File: src/rtl/asic_unlock_seq_detector.sv
// asic_unlock_seq_detector: watches &BCxx port writes for the 17-byte Plus ASIC unlock sequence
module asic_unlock_seq_detector #(
  parameter logic [7:0] ADDR_HI_MASK  = 8'hFF,
  parameter logic [7:0] ADDR_HI_MATCH = 8'hBC,
  parameter logic [7:0] UNLOCK_BYTE   = 8'hEE
) (
  input  logic        clk_sys,
  input  logic        reset,
  input  logic        plus_mode,
  input  logic [15:0] cpu_addr,
  input  logic [7:0]  cpu_data,
  input  logic        io_wr,
  output logic        asic_unlocked,
  output logic        unlock_pulse,
  output logic        lock_pulse,
  output logic [3:0]  seq_index,
  output logic [2:0]  fsm_state
);
  typedef enum logic [2:0] {HUNT = 3'd0, SYNC_NZ = 3'd1, SYNC_Z = 3'd2, MATCH = 3'd3, FINAL = 3'd4} state_t;
  localparam logic [13:0][7:0] TBL = {8'hCD, 8'h8A, 8'h15, 8'h2B, 8'h46, 8'h9C, 8'h39,
                                      8'h62, 8'hD4, 8'hA8, 8'h51, 8'hB3, 8'h77, 8'hFF};
  state_t     state_q, state_d, miss_state;
  logic [3:0] idx_q, idx_d;
  logic       unl_q, unl_d, up_q, up_d, lp_q, lp_d, io_wr_q, ev, nz;
  logic       addr_lo_unused;
  assign addr_lo_unused = ^cpu_addr[7:0];
  assign ev = io_wr & ~io_wr_q & ((cpu_addr[15:8] & ADDR_HI_MASK) == ADDR_HI_MATCH);
  assign nz = |cpu_data;
  // a zero byte after any non-zero byte is a valid sync pair, so mismatches can re-sync at once
  assign miss_state = nz ? SYNC_NZ : SYNC_Z;
  always_comb begin
    state_d = state_q;
    idx_d   = idx_q;
    unl_d   = unl_q;
    up_d    = 1'b0;
    lp_d    = 1'b0;
    if (ev) begin
      case (state_q)
        HUNT:    state_d = nz ? SYNC_NZ : HUNT;
        SYNC_NZ: state_d = nz ? SYNC_NZ : SYNC_Z;
        SYNC_Z, MATCH: begin
          if (cpu_data == TBL[idx_q]) begin
            state_d = (idx_q == 4'd13) ? FINAL : MATCH;
            idx_d   = (idx_q == 4'd13) ? idx_q : idx_q + 4'd1;
          end else begin
            state_d = miss_state;
            idx_d   = 4'd0;
          end
        end
        FINAL: begin
          state_d = miss_state;
          idx_d   = 4'd0;
          unl_d   = cpu_data == UNLOCK_BYTE;
          up_d    = cpu_data == UNLOCK_BYTE;
          lp_d    = cpu_data != UNLOCK_BYTE && unl_q;
        end
        default: state_d = HUNT;
      endcase
    end
  end
  always_ff @(posedge clk_sys) begin
    if (reset || !plus_mode) begin
      state_q <= HUNT;
      idx_q   <= 4'd0;
      unl_q   <= 1'b0;
      up_q    <= 1'b0;
      lp_q    <= 1'b0;
      io_wr_q <= 1'b0;
    end else begin
      state_q <= state_d;
      idx_q   <= idx_d;
      unl_q   <= unl_d;
      up_q    <= up_d;
      lp_q    <= lp_d;
      io_wr_q <= io_wr;
    end
  end
  assign asic_unlocked = unl_q;
  assign unlock_pulse  = up_q;
  assign lock_pulse    = lp_q;
  assign seq_index     = idx_q;
  assign fsm_state     = state_q;
endmodule

File: config.mk
export PLATFORM = sky130hd
export DESIGN_NAME = asic_unlock_seq_detector
export DESIGN_NICKNAME = d
export VERILOG_FILES = /design/src/rtl/asic_unlock_seq_detector.sv
export SDC_FILE = /design/constraint.sdc
export NUM_CORES = 1
export LEC_CHECK = 0
export ABC_AREA = 1
export BUFFER_PORTS_ARGS = -buffer_cell sky130_fd_sc_hd__buf_2
export CAP_MARGIN = 25
export CORE_ASPECT_RATIO = 0.6
export CORE_MARGIN = 1.5
export CORE_UTILIZATION = 26
export DETAILED_ROUTE_END_ITERATION = 12
export PLACE_DENSITY_LB_ADDON = 0.15
export SYNTH_ARGS = -nofsm -noshare
export SYNTH_HDL_FRONTEND = slang
export SYNTH_SLANG_ARGS = --single-unit
File: constraint.sdc
create_clock -name clk_sys -period 2.2 [get_ports clk_sys]
set_clock_uncertainty 0.15 [all_clocks]
set_input_delay 0.22 -clock clk_sys [delete_from_list [all_inputs] [get_ports clk_sys]]
set_output_delay 0.22 -clock clk_sys [all_outputs]
set_load 0.005 [all_outputs]
# After elaboration in Yosys (flattened, before gate mapping)
# Memories as Yosys holds them, arrays and structs flattened. A register that Yosys moved wholly into a read port is not among the register bits.
# Cells that the tools add are included.
# word_totals
wordCells	46
out_inout_bits	10
reg_bits	11
memories	1
rom_bits	128
# classes
eq_ne	10
reduce_logical	11
muxes	11
magnitude_cmp	1
n_addsub	1
bitwise_logic	5
# memory_table
name	depth	word_bits	read_ports	rd_ports_with_merged_regs	wr	line_no	source
(name not given)	16	8	1	1	0	42	if (cpu_data == TBL[idx_q]) begin
# op_table
operator	count
== test 8 bit (second input constant)	2
two-way mux 4 bit	4
one-hot mux 3 bit (3 select lines)	1
== test 8 bit	1
two-way mux 8 bit	1
inequality test 8 bit (second input constant)	1
one-hot mux 4 bit (2 select lines)	1
OR reduction 8 bit	1
== test 3 x 2 -> 1 bit (second input constant)	2
two-way mux 3 bit	2
less-than comparator 4 x 5 -> 1 bit (second input constant)	1
adder 4 x 1 -> 4 bit (second input constant)	1
== test 4 bit (second input constant)	1
OR reduction 2 bit	2
== test 3 x 1 -> 1 bit (second input constant)	1
== test 3 bit (second input constant)	1
zero test 3 bit	1
inequality test 3 bit (second input constant)	1
NOT 1 bit	3
AND reduction 3 bit	1
OR reduction 3 bit	1
bitwise AND 1 bit	2
two-way mux 2 bit	1
AND reduction 2 bit	1
5 further kinds	5

# Logic depth before layout (Yosys ltp)
# logic_depth
depth_word	7
depth_mapped	17
depth_no_buf	17

# Worst setup path after synthesis
# Ideal clock, no wire load.
# synth_timing
kind	register to register
from	reg state_q[1], in the netlist fsm_state[1]
to	reg with a tool-made name
arrival_ps	1820
n_path_buf	0
path_slack_ps	116
path_stages_with_launch	12
required_time_ps	1936
setup_ps	114
path_cell_list	dfxtp_1 -> inv_2 -> nor2_1 -> inv_1 -> a21oi_2 -> nand2_2 -> nand2_1 -> nand3_1 -> ha_1 -> nand2_1 -> nand3_1 -> nand2_1
# synth_rtl
element	line_no	source
start, declared	22	state_t state_q, state_d, miss_state;
start signal, assigned	70	state_q <= state_d;

==> flow_metrics.env <==
export IMPL_via_per_inst=4.205
export IMPL_synth_cells=225
export IMPL_drc_errors=0
export IMPL_num_rows=20
export IMPL_hold_worst_slack_ns=0.02935
export IMPL_track_usage=0.1232
export IMPL_port_buffers=29
export IMPL_clkTransAtPathRegs_ns=0.08
export IMPL_hold_viol_final=0
export IMPL_ys_ff_latch=19
export IMPL_crit_family="simple AND/OR/NAND/NOR gates"
export IMPL_clk_latency_ns=0.26
export IMPL_initial_utilization=0.2735
export IMPL_outcome="completed"
export IMPL_avgRoutedWirePerCell_microns=10.30
export IMPL_fin_nets=317
export IMPL_drtIter0Drc=47
export IMPL_max_slew_margin=0.7254
export IMPL_core_sq_um=5105
export IMPL_cts_tree="done"
export IMPL_regArea_sq_um=391.6
export IMPL_grt_pass1_wl_mm=5.616
export IMPL_timing_final_max_slew_violations=0
export IMPL_syn_area_sq_um=1396
export IMPL_dpl_hpwl_mm=2.853
export IMPL_cp_cell_sequence="inv_2, nand2_1, nand2_1, nor2_1, nand2_1, nor2_4, nand3_4, nand3_4, nand2_4, nor2_4, ha_4, o21ai_2, nand2_1, nand2_1"
export IMPL_clock_sinks=19
export IMPL_ys_warnings_count=0
export IMPL_grt_max_degree=12
export IMPL_synth_seq_area_share=0.2724
export IMPL_drive_gt1_frac=0.3986
export IMPL_crit_required_ns=2.25
export IMPL_antenna_found_initial=0
export IMPL_ant_nets=0
export IMPL_dr_total_vias=1459
export IMPL_multi_input_area_sq_um=987.2
export IMPL_diodes=0
export IMPL_yosysUniqueCellTypes=25
export IMPL_first_global_vias=1219
export IMPL_chipWidth_microns=97.61
export IMPL_gp_congestion=0.8097
export IMPL_cts_buffers=3
export IMPL_power_mw=0.6602
export IMPL_cp_slowest_cell="dfxtp_4"
export IMPL_fin_crit_sh=0.9519
export IMPL_ioPinCount=38
export IMPL_critPathArrivalTime_ns=2.15
export IMPL_drt_wl_total_mm=3.573
export IMPL_p_leak_nw=0.9912
export IMPL_crit_fanout=5
export IMPL_min_period_ns=2.094
export IMPL_root_buffer="clkbuf_8"
export IMPL_setup_viol=0
export IMPL_critPathCaptureType="register"
export IMPL_cts_hold_buffers=0
export IMPL_htreeDepth=1
export IMPL_tightest_slew_ns=0.4115
export IMPL_cap_violations=0
export IMPL_die_h_microns=59.77
export IMPL_fillCellCount=562
export IMPL_gr_total_overflow=0
export IMPL_syn_nets=260
export IMPL_clk_path_buf_depth=2
export IMPL_dieArea_sq_um=5834
export IMPL_worstSetupStartpointType="register"
export IMPL_cellPowerDensity_nw_per_um2=331.7
export IMPL_crit_type="register to register"
export IMPL_syn2layout_area_growth_pct=42.56
export IMPL_fmax_ghz=0.4775
export IMPL_synth_avg_cell_area_sq_um=6.206
export IMPL_min_delay_path_class="primary input to register"
export IMPL_first_pass_iters=6
export IMPL_crit_top_cell="nand2_1"
export IMPL_rsz0062_at_grt="true"
export IMPL_cp_slowest_stage_delay_ns=0.37
export IMPL_ir_drop_mv=0.1442
export IMPL_crit_buf_inv=1
## cells in the mapped netlist (all sizes together)
library cell	number	area share
nor3	3	0.011
a21oi	5	0.021
nor2	30	0.12
a21boi	1	0.0054
dfxtp	19	0.27
ha	7	0.063
nand4	1	0.0045
o21ai	7	0.025
nor4	3	0.013
xnor2	1	0.0063
nor3b	1	0.0054
nand3	19	0.093
o211ai	2	0.011
inv	42	0.11
nand2	83	0.23
a21o	1	0.0054
## worst register-to-register path, stage by stage (launching register included)
cell	delay, ns
dfxtp_4	0.37
inv_2	0.03
nand2_1	0.04
nand2_1	0.05
nor2_1	0.10
nand2_1	0.10
nor2_4	0.20
nand3_4	0.16
nand3_4	0.13
nand2_4	0.06
nor2_4	0.18
ha_4	0.24
o21ai_2	0.13
nand2_1	0.05
nand2_1	0.06
## per-layer routing
| layer | up-vias | wire length [microns] | global-route usage |
|---|---|---|---|
| met3 | 4 | 206 | 0.04211 |
| li1 | 806 | - | - |
| met2 | 31 | 1341 | 0.1647 |
| met5 | - | 0 | 0 |
| met1 | 618 | 2005 | 0.1843 |
| met4 | 0 | 21 | 0.03061 |
## metrics by stage
| stage | util | setup slack (ns) | cells | cell area [sq um] | TNS [ns] |
|---|---|---|---|---|---|
| floorplan | - | 0.1159 | 225 | 1396 | 0 |
| global placement | 0.3446 | -0.01214 | 338 | 1759 | -0.01843 |
| detailed placement | 0.3446 | -0.03121 | 338 | 1759 | -0.08470 |
| CTS | 0.3554 | 0.01093 | 343 | 1814 | 0 |
| global route | 0.3900 | -0.04656 | 347 | 1991 | -0.2454 |
| finish | 0.3900 | 0.1058 | 347 | 1991 | 0 |
## layout make-up
class / count / share of cell area
clock inverter: 1 / 0.002514
sequential: 19 / 0.1967
timing repair buffer: 52 / 0.1634
clock buffer: 3 / 0.02074
inverter: 42 / 0.07920
tap: 66 / 0.04148
multi-input combinational: 164 / 0.4959
## where the power goes
group | internal [mW] | switching [mW]
Sequential | 0.343 | 0.000191
Combinational | 0.0299 | 0.0356
Clock | 0.126 | 0.125
Total | 0.499 | 0.161
## layout by cell type (no fill, tap or decap), types with 2 or more instances in the layout
cell type / instances
o21ai_0: 5
buf_4: 21
ha_4: 2
a21oi_1: 4
o211ai_1: 2
clkbuf_8: 3
nand3_1: 11
nand2_4: 3
ha_2: 3
nor2_1: 21
dfxtp_2: 6
inv_1: 31
nand2_1: 70
buf_2: 29
buf_6: 2
nor2_2: 4
nand3_4: 5
nand3_2: 3
ha_1: 2
inv_2: 11
dfxtp_1: 12
nor3_1: 2
nand2_2: 10
nor4_1: 3
nor2_4: 4
## kinds of logic after synthesis
| group | count (synthesis) | synth area share |
|---|---|---|
| and+or+nand+nor | 140 | 0.4785 |
| buffers and inverters | 42 | 0.1129 |
| xor gates and xnor gates | 1 | 0.006274 |
| adders and majority gates | 7 | 0.06272 |
| AOI/OAI and AO/OA | 16 | 0.06720 |
| DFF | 19 | 0.2724 |
## final timing paths
path | from | to | slack [ns] | cells after the start
max | register | register | 0.11 | 14
min | io_wr | io_wr_q$_SDFF_PP0_ | 0.03 | 3
max reg2reg | register | register | 0.11 | 14
min reg2reg | asic_unlocked$_SDFFE_PP0P_ | lock_pulse$_SDFF_PP0_ | 0.38 | 4
## what timing repair did
item / CTS / global route
pin swaps: 1 / 25
cloned: 0 / 0
buffers inserted: 1 / 4
gates resized for setup: 1 / 41
endpoints found under the setup margin: 6 / 8
No activity file was read; power rests on OpenSTA's default activity.
